File: src/rtl/instr_mem_arbiter_pkg.sv
// instr_mem_arbiter_pkg: shared widths, port ids and arbitration modes for the instruction memory arbiter
package instr_mem_arbiter_pkg;
  localparam int INSTR_ADDR_WIDTH = 32;
  localparam int INSTR_WORD_WIDTH = 32;
  localparam int PRIO_RR = 0;
  localparam int PRIO_FIXED = 1;
  typedef enum logic {PORT_F, PORT_D} port_id_e;
endpackage

File: src/rtl/instr_arb_sel.sv
// instr_arb_sel: combinational winner selection between fetch and debug requests
module instr_arb_sel
  import instr_mem_arbiter_pkg::*;
#(
  parameter int PRIO_MODE = PRIO_RR
) (
  input  logic     i_f_req,
  input  logic     i_d_req,
  input  port_id_e i_last,
  input  logic     i_wait_exp,
  output logic     o_f_gnt,
  output logic     o_d_gnt
);
  logic w_d_wins;
  always_comb begin
    w_d_wins = (PRIO_MODE == PRIO_FIXED) ? i_wait_exp : (i_last == PORT_F);
    o_f_gnt = i_f_req & ~(i_d_req & w_d_wins);
    o_d_gnt = i_d_req & ~o_f_gnt;
  end
endmodule

File: src/rtl/instr_mem_arbiter.sv
// instr_mem_arbiter: shares a 1-cycle-latency instruction memory read port between fetch (F) and debug (D)
module instr_mem_arbiter
  import instr_mem_arbiter_pkg::*;
#(
  parameter int PRIO_MODE = 0,
  parameter int MAX_WAIT  = 8
) (
  input  logic                        clk_i,
  input  logic                        rst_i,
  input  logic                        f_req_i,
  input  logic [INSTR_ADDR_WIDTH-1:0] f_addr_i,
  input  logic                        f_kill_i,
  output logic                        f_gnt_o,
  output logic                        f_rvalid_o,
  output logic [INSTR_WORD_WIDTH-1:0] f_rdata_o,
  output logic                        f_err_o,
  input  logic                        d_req_i,
  input  logic [INSTR_ADDR_WIDTH-1:0] d_addr_i,
  output logic                        d_gnt_o,
  output logic                        d_rvalid_o,
  output logic [INSTR_WORD_WIDTH-1:0] d_rdata_o,
  output logic                        d_err_o,
  output logic                        mem_en_o,
  output logic [INSTR_ADDR_WIDTH-1:0] mem_addr_o,
  input  logic [INSTR_WORD_WIDTH-1:0] mem_rdata_i
);
  logic                        w_f_req, w_d_req, w_f_gnt, w_d_gnt, w_gnt, w_mis, w_f_rsp, w_d_rsp;
  logic [INSTR_ADDR_WIDTH-1:0] w_addr;
  port_id_e                    r_last, r_owner;
  logic                        r_valid, r_err;
  logic [7:0]                  r_wait;
  assign w_f_req = f_req_i & ~f_kill_i & ~rst_i;
  assign w_d_req = d_req_i & ~rst_i;
  instr_arb_sel #(.PRIO_MODE(PRIO_MODE)) u_sel (
    .i_f_req   (w_f_req),
    .i_d_req   (w_d_req),
    .i_last    (r_last),
    .i_wait_exp(r_wait == 8'(MAX_WAIT)),
    .o_f_gnt   (w_f_gnt),
    .o_d_gnt   (w_d_gnt)
  );
  always_comb begin
    w_gnt = w_f_gnt | w_d_gnt;
    w_addr = w_f_gnt ? f_addr_i : w_d_gnt ? d_addr_i : '0;
    w_mis = w_addr[1:0] != 2'b00;
  end
  assign f_gnt_o = w_f_gnt;
  assign d_gnt_o = w_d_gnt;
  assign mem_en_o = w_gnt & ~w_mis;
  assign mem_addr_o = w_addr;
  always_ff @(posedge clk_i) begin
    if (rst_i) begin
      r_last  <= PORT_D;
      r_owner <= PORT_F;
      r_valid <= 1'b0;
      r_err   <= 1'b0;
      r_wait  <= '0;
    end else begin
      r_last  <= w_gnt ? (w_f_gnt ? PORT_F : PORT_D) : r_last;
      r_owner <= w_d_gnt ? PORT_D : PORT_F;
      r_valid <= w_gnt;
      r_err   <= w_mis;
      r_wait  <= (~d_req_i | w_d_gnt) ? '0 : (r_wait == 8'(MAX_WAIT)) ? r_wait : r_wait + 8'd1;
    end
  end
  // read data comes straight from the memory; only owner/valid/err are held
  assign w_f_rsp = ~rst_i & r_valid & (r_owner == PORT_F) & ~f_kill_i;
  assign w_d_rsp = ~rst_i & r_valid & (r_owner == PORT_D);
  assign f_rvalid_o = w_f_rsp;
  assign f_err_o = w_f_rsp & r_err;
  assign f_rdata_o = (w_f_rsp & ~r_err) ? mem_rdata_i : '0;
  assign d_rvalid_o = w_d_rsp;
  assign d_err_o = w_d_rsp & r_err;
  assign d_rdata_o = (w_d_rsp & ~r_err) ? mem_rdata_i : '0;
endmodule

File: config.mk
export PLATFORM = sky130hd
export DESIGN_NAME = instr_mem_arbiter
export DESIGN_NICKNAME = d
export VERILOG_FILES = /design/src/rtl/instr_mem_arbiter_pkg.sv /design/src/rtl/instr_arb_sel.sv /design/src/rtl/instr_mem_arbiter.sv
export SDC_FILE = /design/constraint.sdc
export NUM_CORES = 1
export LEC_CHECK = 0
export ABC_AREA = 0
export CAP_MARGIN = 20
export CORE_ASPECT_RATIO = 1.1
export CORE_MARGIN = 2
export CORE_UTILIZATION = 17
export DETAILED_ROUTE_END_ITERATION = 6
export PLACE_DENSITY = 0.77
export SETUP_SLACK_MARGIN = 0.05
export SYNTH_ARGS = -nofsm -noshare
export SYNTH_HDL_FRONTEND = slang
export SYNTH_SLANG_ARGS = --single-unit
File: constraint.sdc
create_clock -name clk_i -period 1.5 [get_ports clk_i]
set_clock_uncertainty 0.1 [all_clocks]
set_input_delay 0.3 -clock clk_i [delete_from_list [all_inputs] [get_ports clk_i]]
set_output_delay 0.3 -clock clk_i [all_outputs]
set_load 0.01 [all_outputs]
==> results of run 1 <==
## worst max-delay path by stage
stage                                    from             end  slack [ns]  cells after the start
after floorplan                         rst_i   f_rdata_o[10]       -0.09                      4
after global placement               f_kill_i        mem_en_o       -1.06                      6
after detailed placement             f_kill_i        mem_en_o       -1.11                      6
after CTS                 r_last$_SDFFE_PP1P_  mem_addr_o[12]       -0.48                      8
after global routing       r_owner$_SDFF_PP0_   f_rdata_o[12]       -0.42                      6
final                                f_kill_i  mem_addr_o[13]       -0.38                      8
## metrics by stage
| stage | utilization (%) | TNS (ns) | hold slack [ns] |
|---|---|---|---|
| finish | 64.6 | -31.90 | 0.348 |
| global route | 64.6 | -37.04 | 0.382 |
| CTS | 61.3 | -36.61 | 0.347 |
| detailed placement | 58.3 | -105.42 | 0.437 |
| global placement | 58.3 | -103.06 | 0.427 |
| floorplan | - | -4.56 | 0.307 |
## flip-flops by register name, indices dropped and copies added (netlist names)
name / cells
r_owner: 1
r_last: 1
r_valid: 1
r_err: 1
## power by group through the flow
stage / logic, mW / clock network (mW) / registers, mW
after floorplan: 0.180 / 0 / 0.119
after global placement: 0.664 / 0 / 0.120
after detailed placement: 0.672 / 0 / 0.120
after CTS: 0.707 / 0.238 / 0.120
after global routing: 0.770 / 0.247 / 0.121
final: 0.727 / 0.234 / 0.120
## critical path, cell delays in order
cell	delay (ns)
buf_2	0.14
nor2b_4	0.13
buf_4	0.13
a21oi_4	0.06
buf_12	0.12
bufbuf_16	0.26
a22o_1	0.20
buf_2	0.14
## layer usage
layer / vias up / track usage (%)
li1: 946 / -
met1: 894 / 19.9
met2: 133 / 41.3
met3: 8 / 6.02
met4: 0 / 6.49
met5: - / 0
## synth_stat cells (all sizes together), types with 2 or more instances
library cell,instances
nor2b,2
dfxtp,4
and2,66
or2,2
a21oi,2
clkbuf,6
o21bai,2
a22o,33
buf,6
and2b,2
## area by class of cell
class	count	area share, %
inverters	1	0.101
repair buffers	246	66.5
clock buffers	3	1.11
flip-flops and latches	4	2.26
well taps	77	2.60
multi-input cells	115	27.4
## kinds of logic after synthesis
family | count (synthesis) | share of synthesized area (%)
AOI/OAI and AO/OA | 38 | 32.6
buffers and inverters | 13 | 8.24
DFF | 4 | 7.99
and+or+nand+nor | 77 | 51.2
## timing repair
item,4_1_cts,5_1_grt
gates resized for setup,492,53
pin swaps,10,34
gates cloned,6,2
setup endpoints to repair,105,103
hold buffers,0,0
hold endpoints to repair,0,0
buffers inserted,19,4
==> impl_metrics.py, run 1 <==
metrics = {
    "grt": {
        "grt_overflow_total": 0,
        "grt_use_total_pct": 20.6,
        "grt_pass1_vias": 2064,
        "grt_first_pass_wirelength_microns": 10600,
        "antenna_found_initial": 0,
        "grt_max_degree": 17,
    },
    "critical_path": {
        "r2r_start": "r_last$_SDFFE_PP1P_",
        "worstPathRequired_ns": 1.10,
        "r2r_slack_ns": 0.15,
        "worstSetupEndpointType": "output port",
        "r2r-end": "r_last$_SDFFE_PP1P_",
        "crit_path_start_kind": "primary input",
        "cp_max_fo": 5,
        "reg2regPathDepth": 7,
        "path_class": "primary input to output port",
        "cp.arrival_ns": 1.48,
    },
    "detailed_routing": {
        "routedWlPerCell_microns": 16.4,
        "wl_met1_microns": 2360,
        "antenna_left": 0,
        "via_count": 1981,
        "top_layer": "met4",
        "drt_first_pass_iters": 4,
        "route.met2.wl_microns": 4160,
        "wl_met3_microns": 668,
        "drc": 0,
        "drt_iter0_markers": 27,
        "viasPerCell": 4.44,
        "wirelength_microns": 7300,
    },
    "pwr": {
        "p_per_area_nw_per_um2": 292,
        "p_switching_mw": 0.305,
        "p_int_mw": 0.777,
        "power.leakage_nw": 1.82,
        "netSwitchingFraction_pct": 28.2,
        "finalPower_mw": 1.08,
        "p_clk_share_pct": 21.7,
        "comb_power_share_pct": 67.2,
        "vdd_ir_drop_max_mv": 0.168,
        "p_seq_share_pct": 11.1,
    },
    "synth": {
        "postSynthAreaPerCell_sq_um": 7.59,
        "synth_fp_nets": 233,
        "yosysUniqueCellTypes": 20,
        "synth-seq-cells": 4,
        "yosysTopAreaCell": "and2_1",
        "synth_top_area_share_pct": 41.2,
        "ys_seq_area_share_pct": 7.99,
        "synthCells": 132,
        "async_flop_share_pct": 0,
        "synth_edf_count": 0,
        "yosysWarnings": 0,
        "syn_area_sq_um": 1000,
        "synth_ff_type": "dfxtp_1",
        "synth_area_leaders": "and2_1, a22o_1, dfxtp_1",
    },
    "floorplanning": {
        "die_w_microns": 77.2,
        "start_util_pct": 17.5,
        "coreArea_sq_um": 5730,
        "die_h_microns": 84.5,
        "rows": 29,
        "io_pins": 204,
        "die-area_sq_um": 6530,
    },
    "placement": {
        "place_ws_ns": -1.11,
        "dpl.hpwl_microns": 5290,
        "dp.cells": 417,
        "routabilityCongestion": 0.686,
        "placed_area_sq_um": 3340,
        "place.port_buffers": 203,
    },
    "clock_network": {
        "cts_buffers": 3,
        "clk_latency_ns": 0.22,
        "cts_tree": "done",
        "clk_path_buf_depth": 2,
        "ctsRootBufferMaster": "clkbuf_8",
        "cts.sinks": 4,
        "cts-htree-levels": 1,
        "clk_pin_slew_worst_paths_ns": 0.03,
    },
    "worst_hold_path": {
        "whs_endpoint": "r_owner$_SDFF_PP0_",
        "min_path_type": "primary input to flip-flop",
        "hp-start": "rst_i",
        "hold_depth": 3,
    },
    "sta": {
        "worst_slew_pin_slew_ns": 0.266,
        "relSlewSlack_pct": 82.2,
        "min_period_over_period_pct": 125,
        "finalHoldViolCount": 0,
        "rsz0062_at_grt": "yes",
        "fmax_ghz": 0.532,
        "final.setup.worst_slack_ns": -0.381,
        "finalSetupViolations": 102,
        "slew_viol_final": 0,
        "timing.final.crit_period_ns": 1.88,
    },
    "finish": {
        "regArea_sq_um": 83.8,
        "stdcell_count": 446,
        "diodes": 0,
        "final_common_cell": "clkdlybuf4s50_1",
        "fillers": 489,
        "drive_above_1_share_pct": 59.1,
        "mostFrequentLayoutCells": "clkdlybuf4s50_1, buf_6, and2_4",
        "areaGrowthSynthToFinish_pct": 270,
        "fin_area_sq_um": 3710,
        "multiInputGateArea_sq_um": 1010,
        "fin_nets": 472,
    },
    "flow_run": {
        "maxCapViolCount": 0,
    },
    "run_status": {
        "status": "finished with violations",
        "violations": "negative setup slack",
    },
}
No activity file was read; power rests on OpenSTA's default activity.
==> run 2: changes to the inputs <==
GPL_TIMING_DRIVEN = 0   (was not set)
==> impl_metrics.py, run 2 (synthesis results as in run 1) <==
metrics = {
    "sta": {
        "final.setup.worst_slack_ns": -0.515,
        "fmax_ghz": 0.496,
        "slew_viol_final": 0,
        "worst_slew_pin_slew_ns": 0.270,
        "min_period_over_period_pct": 134,
        "finalHoldViolCount": 0,
        "finalSetupViolations": 101,
        "relSlewSlack_pct": 82.0,
        "rsz0062_at_grt": "yes",
        "timing.final.crit_period_ns": 2.02,
    },
    "grt": {
        "antenna_found_initial": 0,
        "grt_use_total_pct": 20.0,
        "grt_pass1_vias": 2115,
        "grt_max_degree": 11,
        "grt_overflow_total": 0,
        "grt_first_pass_wirelength_microns": 10400,
    },
    "finish": {
        "fin_nets": 481,
        "regArea_sq_um": 85.1,
        "multiInputGateArea_sq_um": 1040,
        "stdcell_count": 455,
        "mostFrequentLayoutCells": "clkdlybuf4s50_1, buf_6, and2_4",
        "areaGrowthSynthToFinish_pct": 285,
        "fin_area_sq_um": 3860,
        "fillers": 461,
        "diodes": 0,
        "final_common_cell": "clkdlybuf4s50_1",
        "drive_above_1_share_pct": 63.2,
    },
    "pwr": {
        "p_per_area_nw_per_um2": 280,
        "vdd_ir_drop_max_mv": 0.180,
        "power.leakage_nw": 1.88,
    },
    "critical_path": {
        "cp.arrival_ns": 1.62,
        "cp_max_fo": 4,
        "worstSetupEndpointType": "output port",
        "path_class": "flip-flop to output port",
        "worstPathRequired_ns": 1.10,
        "r2r_start": "r_last$_SDFFE_PP1P_",
        "r2r_slack_ns": 0.04,
        "reg2regPathDepth": 7,
        "crit_path_start_kind": "flip-flop",
        "r2r-end": "r_err$_SDFF_PP0_",
    },
    "floorplanning": {
        "die_w_microns": 77.2,
        "die-area_sq_um": 6530,
        "die_h_microns": 84.5,
        "rows": 29,
        "coreArea_sq_um": 5730,
        "start_util_pct": 17.5,
        "io_pins": 204,
    },
    "detailed_routing": {
        "drt_iter0_markers": 17,
        "routedWlPerCell_microns": 16.2,
        "via_count": 2000,
        "antenna_left": 0,
        "wirelength_microns": 7350,
        "drc": 0,
        "viasPerCell": 4.40,
        "drt_first_pass_iters": 4,
    },
    "placement": {
        "placed_area_sq_um": 3250,
        "place.port_buffers": 203,
        "dpl.hpwl_microns": 5080,
        "routabilityCongestion": 0.711,
        "dp.cells": 412,
    },
    "worst_hold_path": {
        "min_path_type": "primary input to flip-flop",
        "whs_endpoint": "r_last$_SDFFE_PP1P_",
        "hp-start": "rst_i",
        "hold_depth": 2,
    },
    "clock_network": {
        "clk_path_buf_depth": 2,
        "ctsRootBufferMaster": "clkbuf_8",
        "cts_buffers": 3,
        "clk_latency_ns": 0.22,
        "ctsHoldBuffers": 0,
        "clk_pin_slew_worst_paths_ns": 0.03,
        "cts.sinks": 4,
        "cts-htree-levels": 1,
        "cts_tree": "done",
    },
    "flow_run": {
        "maxCapViolCount": 0,
    },
    "run_status": {
        "violations": "negative setup slack",
        "status": "finished with violations",
    },
}
==> run 2: timing repair <==
action	CTS	global route
gates resized for setup	501	110
buffers inserted	33	8
pin swaps	30	23
gates cloned	10	0
endpoints found under the setup margin	105	104
==> run 2: metrics by stage <==
stage          TNS (ns)  total power, mW  hold slack, ns  setup slack, ns  utilization (%)
6_report         -36.92             1.08           0.221           -0.515             67.4
5_1_grt          -43.88             1.15           0.220           -0.587             67.4
4_1_cts          -40.64             1.08           0.218           -0.571             65.7
3_5_place_dp    -126.45            0.759           0.380            -1.37             56.6
3_3_place_gp    -123.40            0.752           0.375            -1.32             56.6
2_1_floorplan     -4.56            0.300           0.307          -0.0860                -
==> run 2: report_power, final <==
part	internal [mW]	total, mW	switching [mW]
registers	0.113	0.119	0.00595
clock network	0.171	0.229	0.0582
logic	0.491	0.733	0.242
==> run 2: routing by layer <==
| layer | share of wire, % | GRT usage, % | up-vias |
|---|---|---|---|
| met3 | 7.8 | 4.95 | 8 |
| met5 | 0 | 0 | - |
| met1 | 35 | 19.2 | 905 |
| met4 | 1.0 | 4.71 | 0 |
| met2 | 56 | 41.7 | 128 |
| li1 | - | - | 959 |
==> run 2: area by class of cell <==
class	instances	area share (%)
inverter	1	0.0972
clock buffer	3	1.07
tap	77	2.50
timing repair buffer	245	63.8
sequential	4	2.20
multi-input combinational	115	26.9
buffer	10	3.40
==> run 2: worst max path at each step <==
stage,start,endpoint,depth (start not counted),slack (ns)
global route,r_owner$_SDFF_PP0_,f_rdata_o[28],7,-0.59
floorplan,rst_i,f_rdata_o[10],4,-0.09
detailed placement,rst_i,mem_addr_o[26],6,-1.37
global placement,rst_i,mem_addr_o[24],6,-1.32
finish,r_owner$_SDFF_PP0_,f_rdata_o[28],7,-0.52
CTS,r_last$_SDFFE_PP1P_,mem_en_o,8,-0.57
==> run 2: critical path: stages (launching register included) <==
cell and delay (ns):
dfxtp_2 0.32, nor4b_4 0.29, and2b_2 0.24, buf_6 0.13, buf_8 0.10, buf_6 0.10, and2_4 0.14, buf_6 0.09
==> run 3: changes to the inputs <==
ABC_AREA = 1   (was 0)
CORE_UTILIZATION = 18   (was 17)
PLACE_DENSITY = 0.8   (was 0.77)
==> impl_metrics.py, run 3 <==
metrics = {
    "worst_hold_path": {
        "hp-start": "rst_i",
        "min_path_type": "primary input to flip-flop",
        "whs_endpoint": "r_last$_SDFFE_PP1P_",
        "hold_depth": 3,
    },
    "synth": {
        "synth_most_common_cell": "nand2_1",
        "synth_ff_type": "dfxtp_1",
        "syn_area_sq_um": 1020,
        "synth_edf_count": 0,
        "yosysTopAreaCell": "nand2_1",
        "synthMuxAreaShare_pct": 0,
        "synth_fp_nets": 338,
        "synthCells": 237,
        "synth-seq-cells": 4,
        "yosysWarnings": 0,
        "postSynthAreaPerCell_sq_um": 4.32,
        "synth_xor_area_share_pct": 0,
        "yosys.area_share.adder_pct": 0,
        "synth_commonest_cells": "nand2_1, nor2_1, inv_1",
        "synth_top_area_share_pct": 35.2,
        "ys_seq_area_share_pct": 7.81,
        "async_flop_share_pct": 0,
        "yosysUniqueCellTypes": 17,
        "synth_compound_area_share_pct": 0.733,
        "synth_area_leaders": "nand2_1, nor2_1, inv_1",
        "synth_top_family_by_area": "simple AND/OR/NAND/NOR gates",
        "yosys.area_share.simple_pct": 67.3,
    },
    "clock_network": {
        "clk_pin_slew_worst_paths_ns": 0.03,
        "ctsRootBufferMaster": "clkbuf_8",
        "cts_tree": "done",
        "clk_latency_ns": 0.21,
        "clk_path_buf_depth": 2,
        "cts.sinks": 4,
        "ctsHoldBuffers": 0,
        "cts_buffers": 3,
        "cts-htree-levels": 1,
    },
    "run_status": {
        "status": "finished with violations",
        "violations": "negative setup slack",
    },
    "finish": {
        "drive_above_1_share_pct": 51.5,
        "diodes": 0,
        "postLayoutCoreUtil_pct": 60.9,
        "stdcell_count": 533,
        "final_common_cell": "clkdlybuf4s50_1",
        "mostFrequentLayoutCells": "clkdlybuf4s50_1, buf_2, nand2_1",
        "areaGrowthSynthToFinish_pct": 223,
        "fin_nets": 561,
    },
    "detailed_routing": {
        "routedWlPerCell_microns": 12.2,
        "viasPerCell": 4.14,
        "drt_iter0_markers": 25,
        "via_count": 2207,
        "drc": 0,
        "antenna_left": 0,
        "wirelength_microns": 6510,
        "drt_first_pass_iters": 4,
    },
    "grt": {
        "grt_first_pass_wirelength_microns": 10200,
        "grt_max_degree": 11,
        "antenna_found_initial": 0,
        "grt_overflow_total": 0,
        "grt_pass1_vias": 2260,
        "grt_use_total_pct": 19.2,
    },
    "sta": {
        "relSlewSlack_pct": 84.3,
        "finalSetupViolations": 98,
        "rsz0062_at_grt": "yes",
        "final.setup.worst_slack_ns": -0.192,
        "fmax_ghz": 0.591,
        "hold_slack_ns": 0.372,
        "worst_slew_pin_slew_ns": 0.233,
        "finalHoldViolCount": 0,
        "slew_viol_final": 0,
        "timing.final.crit_period_ns": 1.69,
        "min_period_over_period_pct": 113,
        "tns_ns": -14.39,
    },
    "pwr": {
        "p_switching_mw": 0.351,
        "comb_power_share_pct": 67.4,
        "p_per_area_nw_per_um2": 316,
        "netSwitchingFraction_pct": 33.6,
        "p_seq_share_pct": 11.4,
        "p_int_mw": 0.695,
        "p_clk_share_pct": 21.2,
        "power.leakage_nw": 1.89,
        "vdd_ir_drop_max_mv": 0.232,
    },
    "critical_path": {
        "slowest_stage": "dfxtp_2",
        "worstPathRequired_ns": 1.10,
        "r2r_slack_ns": 0.47,
        "startpoint": "r_owner$_SDFF_PP0_",
        "critical_path.top_delay_family": "simple AND/OR/NAND/NOR gates",
        "r2r_start": "r_last$_SDFFE_PP1P_",
        "r2r-end": "r_err$_SDFF_PP0_",
        "worstSetupEndpointType": "output port",
        "crit_path_start_kind": "flip-flop",
        "path_buf_inv": 3,
        "cp.arrival_ns": 1.29,
        "max_stage_delay_ns": 0.31,
        "path_cells": "inv_2 -> nor3_4 -> nand2_4 -> buf_6 -> nor2_4 -> buf_2",
        "path_class": "flip-flop to output port",
        "cp_max_fo": 8,
        "reg2regPathDepth": 6,
    },
    "placement": {
        "routabilityCongestion": 0.763,
        "place.port_buffers": 203,
        "dpl.hpwl_microns": 5100,
        "dp.cells": 515,
    },
    "floorplanning": {
        "die_w_microns": 75.9,
        "io_pins": 204,
        "rows": 28,
        "start_util_pct": 18.9,
        "die-area_sq_um": 6310,
        "coreArea_sq_um": 5430,
        "die_h_microns": 83.1,
    },
    "flow_run": {
        "maxCapViolCount": 0,
    },
}
## run 3: cell count changes after synthesis, sizes merged, moves of 5 or more
cell    before  now
a22o        33    0
and2        66    0
buf          6   12
clkbuf       6    0
inv          1   43
nand2        0   98
nand3        0    5
nor2         1   69
## run 3: worst min-delay path: cells and delay by family
kind            cells  cell delay, ns
buf+inv             2            0.26
compound gates      1            0.09
## run 3: layer usage
metal,part of all wire (%),vias to the layer above,GRT usage (%)
li1,-,1115,-
met3,8.1,8,4.89
met4,1.6,0,4.63
met1,32,952,16.4
met2,59,132,42.4
met5,0,-,0
## run 3: power by group through the flow
stage	registers, mW	logic (mW)	clock network [mW]
global route	0.120	0.760	0.242
CTS	0.119	0.641	0.225
global placement	0.119	0.638	0
floorplan	0.118	0.191	0
finish	0.120	0.704	0.222
detailed placement	0.119	0.644	0
## run 3: cells by family (layout without fill, tap and decap cells)
| group | after synthesis | in the layout |
|---|---|---|
| buffers and inverters | 56 | 277 |
| AND/OR/NAND/NOR | 176 | 176 |
| flip-flops | 4 | 4 |
| AO/OA/AOI/OAI | 1 | 1 |
## run 3: repair_timing
action,in CTS,in global routing
gates resized for setup,499,87
endpoints found under the setup margin,104,103
setup buffers,6,3
cloned,6,0
pin swaps,13,19
## run 3: layout make-up
class                      count  area [sq um]
buffer                        12           143
clock buffer                   3          41.3
fill                         533          2120
inverter                      44           179
multi-input combinational    177          1010
sequential                     4          83.8
tap                           75          93.8
timing repair buffer         218          1760
## run 3: through the flow
step / cell area [sq um] / setup slack (ns) / power, mW
final: 3310 / -0.192 / 1.05
after global routing: 3310 / -0.293 / 1.12
after CTS: 3040 / -0.225 / 0.985
after detailed placement: 3160 / -1.14 / 0.763
after global placement: 3160 / -1.12 / 0.756
after floorplan: 1040 / 0.0511 / 0.309
## run 3: worst max path at each step
stage                           endpoint  slack (ns)  depth (start not counted)
after global placement    mem_addr_o[19]       -1.12                         10
after CTS                   d_rdata_o[2]       -0.23                          6
final                      d_rdata_o[17]       -0.19                          6
after global routing       d_rdata_o[15]       -0.29                          6
after detailed placement  mem_addr_o[19]       -1.14                         10
after floorplan            f_rdata_o[10]        0.05                          6
==> patch: new RTL, flow settings as in run 1 <==
Set the package constant `INSTR_WORD_WIDTH` to 28 (it was 32).
--- a/src/rtl/instr_mem_arbiter_pkg.sv
+++ b/src/rtl/instr_mem_arbiter_pkg.sv
@@ -1,7 +1,7 @@
 // instr_mem_arbiter_pkg: shared widths, port ids and arbitration modes for the instruction memory arbiter
 package instr_mem_arbiter_pkg;
   localparam int INSTR_ADDR_WIDTH = 32;
-  localparam int INSTR_WORD_WIDTH = 32;
+  localparam int INSTR_WORD_WIDTH = 28;
   localparam int PRIO_RR = 0;
   localparam int PRIO_FIXED = 1;
   typedef enum logic {PORT_F, PORT_D} port_id_e;
Interface: changed (resized d_rdata_o, f_rdata_o and mem_rdata_i); port bits go from 204 to 192. No check against the original RTL was run, so the function may have changed too.
==> patch against run 1 <==
Worst hold slack lost 0.056 ns. Area after synthesis grew 4.4%. Wire length grew 4.2%. Power grew 2.0%. Count of clock-buffer cells in the layout is the same. The run still ends with setup timing left. Largest power group unchanged. Die area grew 4.1%. Via count shrank 2.0%. Clock power shrank 3%. Sequential cell count is the same. Setup slack lost 0.083 ns. First-iteration DRC count shrank 56%. Design area is the same. Largest cell class unchanged. Critical path type is now reg -> out. Combinational power grew 4.1%.
==> patch: results (changes against run 1) <==
{| class="wikitable"
! Metric !! Value
|-
| Run status || finished, violations left (unchanged)
|-
| Violations in the final reports || setup timing (unchanged)
|-
| First-pass GRT wire length || 11.16 mm (was 10.65 mm)
|-
| Synth area leaders || sky130_fd_sc_hd__a22o_1, sky130_fd_sc_hd__and2_1, sky130_fd_sc_hd__and2_4 (was sky130_fd_sc_hd__and2_1, sky130_fd_sc_hd__a22o_1, sky130_fd_sc_hd__dfxtp_1)
|-
| Distinct cell type count of the synthesized netlist || 20 (unchanged)
|-
| Final cell count without fillers || 430 (was 446)
|-
| Minimum setup slack in the final design || -0.4641 ns (was -0.3814 ns)
|-
| Critical path's slowest cell || sky130_fd_sc_hd__dfxtp_4 (was sky130_fd_sc_hd__bufbuf_16)
|-
| Final wirelength || 7.609 mm (was 7.304 mm)
|-
| Leading post-synthesis cells by instance count || sky130_fd_sc_hd__and2_1, sky130_fd_sc_hd__a22o_1, sky130_fd_sc_hd__and2_4 (was sky130_fd_sc_hd__and2_1, sky130_fd_sc_hd__a22o_1, sky130_fd_sc_hd__clkbuf_2)
|-
| H-tree depth || 1 (unchanged)
|-
| Fraction of layout cells with a size suffix above 1 || 62.61% (was 59.08%)
|-
| Cells after DPL || 393 (was 417)
|-
| Routed length on met1 || 2.510 mm (was 2.359 mm)
|-
| Tightest hold margin || 0.2912 ns (was 0.3476 ns)
|-
| Combined global-route utilization of all metal layers || 21.46% (was 20.65%)
|-
| Number of port buffers || 191 (was 203)
|-
| Hold Crit Start || d_req_i (was rst_i)
|-
| Worst reg-to-reg setup slack || 0.07 ns (was 0.15 ns)
|-
| Dpl ws || -1.149 ns (was -1.110 ns)
|-
| Seq/Total Area, Yosys || 7.656% (was 7.990%)
|-
| Violation count after the first detailed-routing iteration || 12 (was 27)
|-
| Fillcell total || 491 (was 489)
|-
| Routability congestion estimate || 0.7149 (was 0.6857)
|-
| Post-Synthesis Net Count || 221 (was 233)
|-
| Leakage power figure || 1.781 nW (was 1.823 nW)
|-
| Via count || 1941 (was 1981)
|-
| Tightest slew margin relative to the limit || 82.20% (was 82.23%)
|-
| Pin count of the biggest net entering global routing || 18 (was 17)
|-
| Clock tree root buffer cell || sky130_fd_sc_hd__clkbuf_8 (unchanged)
|-
| Met3 WL post-DR || 696 µm (was 668 µm)
|-
| Number of global-route vias before repair || 2092 (was 2064)
|-
| Final-report setup violation count || 93 (was 102)
|-
| Met3 routing resource usage after global routing || 5.938% (was 6.022%)
|-
| Worst EP arrival || 1.56 ns (was 1.48 ns)
|-
| Net count, final || 452 (was 472)
|-
| GR Util met2 || 44.21% (was 41.34%)
|-
| Worst-case vdd ir drop || 0.2187 mV (was 0.1680 mV)
|}
[patch: cells by family (layout without fill, tap and decap cells)]
group / after synthesis / count (layout) / share of synthesized area, %
AO/OA/AOI/OAI: 38 / 38 / 31.22
AND/OR/NAND/NOR: 69 / 69 / 49.64
buffers and inverters: 13 / 242 / 11.48
flip-flops: 4 / 4 / 7.656
[patch: power breakdown]
part | leakage [nW] | switching (mW) | internal [mW] | total [mW]
combinational | 1.73 | 0.253 | 0.503 | 0.757
sequential | 0.0336 | 0.00488 | 0.113 | 0.118
clock | 0.0216 | 0.0572 | 0.171 | 0.228
total | 1.78 | 0.315 | 0.788 | 1.10
[patch: worst max path at each step]
| stage | slack [ns] | from | end | cells past startpoint |
|---|---|---|---|---|
| after floorplan | -0.09 | rst_i | f_rdata_o[10] | 5 |
| after global placement | -1.11 | f_kill_i | mem_addr_o[31] | 6 |
| after detailed placement | -1.15 | f_kill_i | mem_addr_o[31] | 6 |
| after CTS | -0.52 | r_last | mem_en_o | 8 |
| after global routing | -0.51 | r_last | mem_addr_o[0] | 8 |
| final | -0.46 | r_last | mem_addr_o[5] | 8 |
[patch: metrics by stage]
step	cell area (µm²)	setup TNS (ns)
5_1_grt	3706	-38.04
4_1_cts	3691	-38.67
6_report	3706	-33.06
3_3_place_gp	3147	-94.79
3_5_place_dp	3147	-99.18
2_1_floorplan	1110	-3.778
[patch: what timing repair did]
item,CTS,global route
cloned,12,1
pin swaps,16,11
setup buffers,25,7
endpoints found under the setup margin,97,96
resized for setup,489,37
[patch: area by class of cell]
cell class	count	area (µm²)	share of cell area (%)
inverter	1	3.754	0.1013
tap	77	96.34	2.600
timing repair buffer	238	2485	67.05
sequential	4	86.33	2.330
multi-input combinational	107	993.5	26.81
clock buffer	3	41.29	1.114
